**src/rtl/keccak_pkg.sv**
```systemverilog
// keccak_pkg: shared Keccak widths, squeeze FSM states and byte-reversal helper
package keccak_pkg;
    localparam int LANE_W    = 64;
    localparam int STATE_W   = 1600;
    localparam int RATE_W    = 576;
    localparam int MAX_LANES = 9;
    localparam int CNT_W     = 4;

    typedef enum logic {IDLE, SEND} sq_state_t;

    function automatic logic [LANE_W-1:0] bswap64(input logic [LANE_W-1:0] x);
        logic [LANE_W-1:0] r;
        for (int b = 0; b < 8; b++) r[8*b +: 8] = x[LANE_W-8-8*b +: 8];
        return r;
    endfunction
endpackage

```
**src/rtl/lane_byteswap.sv**
```systemverilog
// lane_byteswap: combinational byte reversal of one 64-bit lane (byte 0 -> bits 63:56)
module lane_byteswap
    import keccak_pkg::*;
(
    input  logic [LANE_W-1:0] din,
    output logic [LANE_W-1:0] dout
);
    assign dout = bswap64(din);
endmodule

```
**src/rtl/digest_squeeze.sv**
```systemverilog
// digest_squeeze: buffers the rate lanes of a permuted Keccak state and streams them out one 64-bit lane per handshake.
// Build option: KECCAK_DIGEST_BYTESWAP_EN reverses the byte order of every emitted lane.
module digest_squeeze
    import keccak_pkg::*;
#(
    parameter int DIGEST_WORDS = 8
) (
    input  logic               clk,
    input  logic               reset,
    input  logic [STATE_W-1:0] state_in,
    input  logic               state_valid,
    output logic               state_ready,
    output logic [LANE_W-1:0]  dout,
    output logic               dout_valid,
    input  logic               dout_ready,
    output logic               dout_last,
    output logic               busy
);
    sq_state_t          state_q, state_d;
    logic [CNT_W-1:0]   cnt_q, cnt_d;
    logic [RATE_W-1:0]  buf_q, buf_d;
    logic [LANE_W-1:0]  lane_raw, lane_out;
    logic               last_lane;
    logic               unused_ok;

    assign unused_ok = ^state_in;
    assign lane_raw  = buf_q[cnt_q*LANE_W +: LANE_W];
    assign last_lane = cnt_q == CNT_W'(DIGEST_WORDS-1);

`ifdef KECCAK_DIGEST_BYTESWAP_EN
    lane_byteswap u_swap (.din(lane_raw), .dout(lane_out));
`else
    assign lane_out = lane_raw;
`endif

    assign state_ready = state_q == IDLE;
    assign busy        = state_q != IDLE;
    assign dout_valid  = state_q == SEND;
    assign dout_last   = dout_valid && last_lane;
    assign dout        = dout_valid ? lane_out : '0;

    // Next state: capture in IDLE, step the lane counter on each accepted beat in SEND
    always_comb begin
        state_d = state_q;
        cnt_d   = cnt_q;
        buf_d   = buf_q;
        if (state_q == IDLE) begin
            if (state_valid) begin
                for (int i = 0; i < MAX_LANES; i++)
                    buf_d[i*LANE_W +: LANE_W] = (i < DIGEST_WORDS) ? state_in[i*LANE_W +: LANE_W] : '0;
                cnt_d   = '0;
                state_d = SEND;
            end
        end else if (dout_ready) begin
            state_d = last_lane ? IDLE : SEND;
            cnt_d   = last_lane ? cnt_q : cnt_q + CNT_W'(1);
        end
    end

    // State, counter and lane buffer registers; reset wins over any handshake
    always_ff @(posedge clk) begin
        if (reset) begin
            state_q <= IDLE;
            cnt_q   <= '0;
            buf_q   <= '0;
        end else begin
            state_q <= state_d;
            cnt_q   <= cnt_d;
            buf_q   <= buf_d;
        end
    end
endmodule

```
**config.mk**
```make
export PLATFORM = sky130hd
export DESIGN_NAME = digest_squeeze
export DESIGN_NICKNAME = d
export VERILOG_FILES = /design/src/rtl/keccak_pkg.sv /design/src/rtl/lane_byteswap.sv /design/src/rtl/digest_squeeze.sv
export SDC_FILE = /design/constraint.sdc
export NUM_CORES = 1
export LEC_CHECK = 0
export BUFFER_PORTS_ARGS = -buffer_cell sky130_fd_sc_hd__buf_2
export CAP_MARGIN = 20
export CORE_AREA = 4 4 648 650
export CTS_CLUSTER_DIAMETER = 100
export DETAILED_ROUTE_END_ITERATION = 12
export DIE_AREA = 0 0 652 654
export PLACE_DENSITY_LB_ADDON = 0.3
export SETUP_SLACK_MARGIN = 0.15
export SLEW_MARGIN = 25
export SYNTH_ARGS = -nofsm -noshare
export SYNTH_HDL_FRONTEND = slang
export SYNTH_HIERARCHICAL = 1
export SYNTH_SLANG_ARGS = --single-unit
export TNS_END_PERCENT = 1
```
**constraint.sdc**
```tcl
create_clock -name clk -period 3.4 [get_ports clk]
set_input_delay 0.34 -clock clk [delete_from_list [all_inputs] [get_ports clk]]
set_output_delay 0.34 -clock clk [all_outputs]
set_load 0.005 [all_outputs]
```
==> results of run 1 <==
## where the power goes
part / internal (mW) / switching (mW)
Sequential: 6.40 / 0.165
Combinational: 1.12 / 1.29
Clock: 4.48 / 3.23
## registers in the layout, summed over array words and instances, names as in the netlist
signal	flops
cnt_q	4
busy	1
buf_q	512
## Yosys cell counts (all sizes together)
master  instances  share of area
nand2b          4         0.0011
nor2            2        0.00034
nor2b          66          0.019
o21ai          66          0.015
inv             1        0.00017
a21oi         515           0.12
or4             1        0.00034
buf           160          0.039
nand3           1        0.00023
mux2          192          0.097
dfxtp         517           0.47
a311oi          1        0.00039
a211oi         65          0.022
clkbuf         84          0.014
or3             1        0.00028
nand4b          1        0.00039
or2             1        0.00028
and3b           1        0.00039
nor3           65          0.015
o22ai          64          0.018
nand2        1027           0.17
a31oi           1        0.00028
ha              1        0.00056
o211ai          1        0.00034
## metal layers
metal  GRT usage  part of all wire
met5           0            0.0011
met4      0.0200             0.029
met3      0.0155             0.058
met2       0.103              0.45
met1      0.0856              0.46
## worst register-to-register path, delay by kind of cell, from the launching register on
kind            cells  cell delay [ns]
flops               1             0.35
compound gates      1             0.27
fa+ha+maj           1             0.24
simple gates        1             0.24
buf+inv             4             1.11
## per-stage QoR
stage	setup slack [ns]	std cells	cell area, um2	hold slack [ns]
final	0.278	9437	39600	0.0421
after global routing	0.0474	9408	39500	0.0216
after CTS	0.0600	9391	39500	0.000450
after detailed placement	0.540	8761	32000	0.442
after global placement	0.508	8761	32000	0.440
after floorplan	1.75	2838	22200	0.432
## worst max-delay path by stage
stage	cells past startpoint	slack, ns	to	startpoint
floorplan	6	1.75	dout[59]	cnt_q[0]
global placement	5	0.51	dout[0]	cnt_q[0]
detailed placement	5	0.54	dout[0]	cnt_q[0]
CTS	5	0.06	dout[63]	cnt_q[1]
global route	5	0.05	dout[19]	cnt_q[2]
finish	5	0.28	dout[19]	cnt_q[1]
## kinds of logic after synthesis
kind of cell	share of synthesized area
multiplexers	0.0974
AND/OR/NAND/NOR	0.210
adder cells (fa/ha/maj)	0.000564
flip-flops	0.466
buffers and inverters	0.0531
AO/OA/AOI/OAI	0.172
## what timing repair did
action	CTS	global route
pin swaps	1	0
buffers inserted	5	2
resized for setup	2	0
endpoints found under the setup margin	50	27
hold buffers	500	0
endpoints found under the hold margin	502	0
## final cells by class
class                   instances  area (um2)
diodes                         44         110
inverters                       1        3.75
multi-input cells            2076       10700
flip-flops and latches        517       10400
clock inverters                25         337
well taps                    5474        6850
clock buffers                 100        2010
repair buffers               1200        9190
fillers                     48300      374000
==> flow_metrics.tcl, run 1 <==
set metrics [dict create \
    irDropWorstVdd_v 0.000434 \
    cp_top_family "simple AND/OR/NAND/NOR gates" \
    drive_gt1_frac 0.259 \
    io_pins 1672 \
    nets 5470 \
    crit_arrival_ns 2.78 \
    cts_inserted_buffers 69 \
    row_count 236 \
    finalMaxSlewViolations 0 \
    pwr_density_cell_mw_per_mm2 422 \
    ant_nets 0 \
    end_kind "primary output" \
    finalClockSkew_ns 0.0671 \
    gp_congestion 0.742 \
    grt_pass1_wl_mm 193 \
    drc 0 \
    dr_total_vias 23600 \
    hold_class "primary input to register" \
    postLayoutCoreUtil 0.0958 \
    hold_end "buf_q[219]" \
    critPathKind "register to primary output" \
    numPortBuffers 583 \
    hold_start "state_in[219]" \
    final_hold_viol_count 0 \
    cp.buffers_inverters 2 \
    place_hpwl_mm 111 \
    die_h_um 654 \
    grt_overflow 0 \
    drt_wl_total_mm 144 \
    cpMaxStageDelayCell "or2_4" \
    syn_nets 4443 \
    cts-root-buf "clkbuf_16" \
    coreArea_mm2 0.413 \
    postSynthAreaPerCell_um2 7.82 \
    grtUsageTotal 0.0647 \
    grt_pass1_vias 23600 \
    clk_pin_slew_ns 0.06 \
    rsz0062_at_grt "true" \
    antenna_found_initial 98 \
    layout_commonest_cell "nand2_1" \
    yosysSeqAreaShare 0.466 \
    start_kind "register" \
    synthToLayoutAreaGrowth_pct 78.4 \
    wl_per_cell_um 15.3 \
    path_cells "or2_4 > a211oi_1 > buf_4 > nor3_1 > buf_2" \
    max_freq_mhz 320 \
    final_cell_mix "nand2_1, buf_2, dfxtp_1, a21oi_1, dlygate4sd3_1" \
    finalCriticalPeriod_ns 3.12 \
    dieArea_mm2 0.426 \
    yosys_register_bits 517 \
    die_w_um 652 \
    drt_iter0_drc 1229 \
    netlist_area_mm2 0.0222 \
    path_max_fanout 24 \
    ys_warn_count 6 \
    finalCritPeriodShare 0.918 \
    synth_cell_types 28 \
    cp_slowest_stage_delay_ns 0.62 \
    synthCells 2838 \
    status "finished clean" \
    maxCapViolCount 0 \
    fin_tns_setup_ns 0 \
    routed_via_density 2.50 \
    setup_viol 0 \
    clock_latency_ns 0.69 \
    r2r_end "busy" \
    grt_max_degree 131 \
    relSlewSlack 0.401 \
    hold_depth 3 \
    tritoncts "done" \
    reg2reg_from "cnt_q[0]" \
    reg2regPathDepth 7 \
    h-tree-depth 3 \
    p_leak_nw 14.2 \
    clockBufferDepth 3 \
    finalPower_mw 16.7 \
    first_pass_iters 5 \
    start_util 0.0537 \
    cp.required_ns 3.06 \
    tightestPinTransition_ns 0.898 \
    timing.reg2reg.setup_slack_ns 1.17 \
    cts.sink_count 517 \
]
(Power assumes the default switching activity.)
==> run 2: changes to the inputs <==
--- a/config.mk
+++ b/config.mk
@@ -12,6 +12,7 @@
 export DETAILED_ROUTE_END_ITERATION = 12
 export DIE_AREA = 0 0 652 654
 export PLACE_DENSITY_LB_ADDON = 0.3
+export REMOVE_ABC_BUFFERS = 1
 export SETUP_SLACK_MARGIN = 0.15
 export SLEW_MARGIN = 25
 export SYNTH_ARGS = -nofsm -noshare
==> flow_metrics.tcl, run 2 (same netlist as run 1, synthesis figures left out) <==
set metrics [dict create \
    cp.required_ns 3.06 \
    relSlewSlack 0.460 \
    maxCapViolCount 0 \
    use_met1 0.0726 \
    dieArea_mm2 0.426 \
    layout.cells.non_filler 9425 \
    top_usage_layer "met2" \
    drc 0 \
    p_leak_nw 14.1 \
    finalMaxSlewViolations 0 \
    clock_latency_ns 0.69 \
    drt_wl_total_mm 128 \
    hold_class "primary input to register" \
    coreArea_mm2 0.413 \
    grtUsageTotal 0.0572 \
    dr_total_vias 23100 \
    largest_reg_flops 512 \
    finalCritPeriodShare 0.905 \
    grt_pass1_vias 23700 \
    io_pins 1672 \
    grt_max_degree 127 \
    ant_nets 0 \
    clk_pin_slew_ns 0.06 \
    clockBufferDepth 3 \
    finalCriticalPeriod_ns 3.08 \
    pwr_density_cell_mw_per_mm2 412 \
    cp_slowest_stage_delay_ns 0.41 \
    cts-root-buf "clkbuf_16" \
    gp_congestion 0.713 \
    regMostFlops "buf_q" \
    finalClockSkew_ns 0.0493 \
    place_hpwl_mm 94.2 \
    row_count 236 \
    tritoncts "done" \
    grt_pass1_wl_mm 175 \
    path_cells "buf_12 > buf_4 > buf_4 > mux2_2 > o22ai_1 > nor3_1 > buf_4 > buf_2" \
    max_freq_mhz 325 \
    final_hold_viol_count 0 \
    cpMaxStageDelayCell "dfxtp_4" \
    wl_per_cell_um 13.5 \
    use_met3 0.0165 \
    numPortBuffers 583 \
    synthToLayoutAreaGrowth_pct 78.8 \
    rsz0062_at_grt "true" \
    path_max_fanout 12 \
    met2_usage 0.0938 \
    die_w_um 652 \
    die_h_um 654 \
    start_kind "register" \
    postLayoutCoreUtil 0.0961 \
    antenna_found_initial 70 \
    critPathKind "register to primary output" \
    dp.cells 8750 \
    start_util 0.0537 \
    h-tree-depth 3 \
    drive_gt1_frac 0.259 \
    end_kind "primary output" \
    tightestPinTransition_ns 0.811 \
    layout_commonest_cell "nand2_1" \
    setup_viol 0 \
    status "finished clean" \
    final_cell_mix "nand2_1, buf_2, a21oi_1, dfxtp_1, dlygate4sd3_1" \
    first_pass_iters 5 \
    nets 5468 \
    cts_inserted_buffers 68 \
    design_area_mm2 0.0397 \
    cts.sink_count 517 \
    crit_arrival_ns 2.74 \
    grt_overflow 0 \
    crit_top_cell "buf_4" \
    irDropWorstVdd_v 0.000324 \
    placed_cell_area_mm2 0.0320 \
    routed_via_density 2.45 \
    drt_iter0_drc 1168 \
]
[run 2: cell count changes in the layout (fill, tap and decap cells not counted), sizes merged]
cell,before,now
clkbuf,100,101
clkinv,11,12
inv,8,6
buf,700,699
clkinvlp,3,0
diode,44,39
bufinv,4,1
[run 2: final cells by class]
cell class,instances,area [um2]
multi-input combinational,2076,10800
tap,5474,6850
timing repair buffer,1199,9310
sequential,517,10400
fill,48200,373000
clock buffer,101,1970
inverter,1,3.75
clock inverter,18,289
antenna,39,97.6
[run 2: repair_timing]
item	CTS	global route
hold buffers	500	0
endpoints found under the setup margin	63	11
setup buffers	16	1
endpoints found under the hold margin	501	0
pin swaps	1	1
gates resized for setup	21	2
[run 2: routing by layer]
layer / wire [um] / share of wire / up-vias
met5: 161 / 0.0013 / -
met4: 3620 / 0.028 / 26
met3: 8170 / 0.064 / 186
met2: 58700 / 0.46 / 615
met1: 56900 / 0.45 / 10600
li1: - / - / 11600
[run 2: critical path, delay by kind of cell, from the launching register on]
kind	cells	cell delay, ns
buf+inv	5	0.84
flops	1	0.41
mux	1	0.36
compound gates	1	0.29
simple gates	1	0.14
[run 2: power by group]
part	total, mW	internal [mW]	leakage (nW)	switching (mW)
clock network	7.43	4.16	1.09	3.27
logic	2.36	1.13	8.78	1.22
registers	6.57	6.41	4.25	0.168
total	16.4	11.7	14.1	4.66
[run 2: final timing paths]
kind | cells after the start | start | slack [ns] | end
setup reg to reg | 7 | busy | 1.01 | buf_q[25]
hold reg to reg | 2 | buf_q[2] | 0.45 | buf_q[2]
hold / removal | 3 | state_in[50] | 0.11 | buf_q[50]
setup / recovery | 8 | cnt_q[0] | 0.32 | dout[5]
[run 2: through the flow]
stage	setup WS, ns	hold WS (ns)	setup TNS [ns]	total power, mW
floorplan	-13.66	0.409	-7339.07	7.83
global placement	0.347	0.441	0	8.60
detailed placement	0.341	0.443	0	8.60
CTS	0.0873	0.0137	0	16.9
global route	0.135	0.0625	0	17.3
finish	0.322	0.106	0	16.4
==> run 3: changes to the inputs <==
--- a/config.mk
+++ b/config.mk
@@ -11,7 +11,9 @@
 export CTS_CLUSTER_DIAMETER = 100
 export DETAILED_ROUTE_END_ITERATION = 12
 export DIE_AREA = 0 0 652 654
+export GPL_TIMING_DRIVEN = 0
 export PLACE_DENSITY_LB_ADDON = 0.3
+export RECOVER_POWER = 100
 export REMOVE_ABC_BUFFERS = 1
 export SETUP_SLACK_MARGIN = 0.15
 export SLEW_MARGIN = 25
==> flow_metrics.tcl, run 3 (same netlist as run 1, synthesis figures left out) <==
set metrics [dict create \
    setup_ws_ns 0.243 \
    critPathKind "register to primary output" \
    hold_class "primary input to register" \
    rsz0062_at_grt "true" \
    postLayoutCoreUtil 0.0983 \
    largest_reg_flops 512 \
    dieArea_mm2 0.426 \
    grtUsageTotal 0.0569 \
    cts.sink_count 517 \
    tightestPinTransition_ns 1.18 \
    layout_commonest_cell "nand2_1" \
    path_max_fanout 26 \
    h-tree-depth 3 \
    end_kind "primary output" \
    p_leak_nw 14.4 \
    tritoncts "done" \
    maxCapViolCount 0 \
    start_util 0.0537 \
    drive_gt1_frac 0.257 \
    crit_top_cell "buf_16" \
    final_cell_mix "nand2_1, buf_2, a21oi_1, dfxtp_1, dlygate4sd3_1" \
    numPortBuffers 583 \
    finalMaxSlewViolations 0 \
    wl_per_cell_um 13.7 \
    gp_congestion 0.700 \
    crit_arrival_ns 2.82 \
    nets 5463 \
    relSlewSlack 0.211 \
    cts_inserted_buffers 79 \
    pwr_density_cell_mw_per_mm2 426 \
    finalClockSkew_ns 0.0691 \
    clockBufferDepth 4 \
    clk_pin_slew_ns 0.06 \
    reg2reg_from "busy" \
    n_fill_cell 48200 \
    ant_nets 0 \
    setup_viol 0 \
    first_pass_iters 5 \
    clock_latency_ns 0.76 \
    max_freq_mhz 317 \
    synthToLayoutAreaGrowth_pct 83.1 \
    grt_max_degree 103 \
    start_kind "register" \
    final_hold_viol_count 0 \
    path_cells "nand2b_4 > buf_16 > buf_16 > o21ai_0 > nor3_2 > buf_6" \
    die_h_um 654 \
    cp.required_ns 3.06 \
    cts-root-buf "clkbuf_16" \
    grt_overflow 0 \
    hold_start "state_in[84]" \
    drt_iter0_drc 1091 \
    antenna_found_initial 56 \
    drc 0 \
    die_w_um 652 \
    cp_slowest_stage_delay_ns 0.44 \
    grt_pass1_wl_mm 175 \
    dr_total_vias 23200 \
    finalCriticalPeriod_ns 3.16 \
    routed_via_density 2.46 \
    drt_wl_total_mm 129 \
    fin_tns_setup_ns 0 \
    status "finished clean" \
    post-place-ws_ns -0.0900 \
    critPathLaunch "cnt_q[2]" \
    row_count 236 \
    finalCritPeriodShare 0.928 \
    coreArea_mm2 0.413 \
    grt_pass1_vias 23800 \
    cpMaxStageDelayCell "nor3_2" \
    io_pins 1672 \
    irDropWorstVdd_v 0.000388 \
    regMostFlops "buf_q" \
    place_hpwl_mm 92.8 \
]
[run 3: worst paths after layout]
kind / end / slack [ns] / cells after the start
worst max-delay path: dout[43] / 0.24 / 6
worst min-delay path: buf_q[84] / 0.08 / 3
worst max register to register: buf_q[478] / 0.39 / 9
worst min register to register: buf_q[42] / 0.45 / 2
[run 3: through the flow]
step / hold WS, ns / cell area, um2 / power (mW) / std cells
3_3_place_gp: 0.440 / 30800 / 9.18 / 8651
4_1_cts: 0.000722 / 40600 / 17.9 / 9372
5_1_grt: 0.0378 / 40600 / 18.3 / 9415
6_report: 0.0827 / 40600 / 17.3 / 9430
2_1_floorplan: 0.409 / 21000 / 7.83 / 2594
3_5_place_dp: 0.442 / 32500 / 8.67 / 8716
[run 3: cell type report]
| type | instances | area, um2 | share of cell area |
|---|---|---|---|
| timing repair buffer | 1183 | 9770 | 0.241 |
| clock buffer | 109 | 2280 | 0.0562 |
| clock inverter | 27 | 283 | 0.00696 |
| inverter | 1 | 3.75 | 0.0000924 |
| sequential | 517 | 10400 | 0.255 |
| multi-input combinational | 2076 | 11000 | 0.270 |
| antenna | 43 | 108 | 0.00265 |
| tap | 5474 | 6850 | 0.169 |
[run 3: what timing repair did]
item,in CTS,in global routing
setup buffers,7,8
endpoints found under the setup margin,60,43
gates resized for setup,68,8
cloned,2,7
hold buffers,511,0
endpoints found under the hold margin,509,0
pin swaps,9,5
[run 3: power by group]
group	internal [mW]	switching [mW]
logic	1.21	1.24
clock network	4.88	3.39
registers	6.41	0.164
[run 3: critical path: cells and delay by family, from the launching register on]
kind	cells	cell delay [ns]
and+or+nand+nor	2	0.64
buffers and inverters	3	0.64
AOI/OAI and AO/OA	1	0.17
DFF	1	0.43
[run 3: metal layers]
metal / routed length (um) / up-vias / track usage
met3: 7290 / 170 / 0.0152
met1: 58500 / 10800 / 0.0723
met2: 58600 / 599 / 0.0921
li1: - / 11700 / -
met5: 64 / - / 0
met4: 4500 / 10 / 0.0200
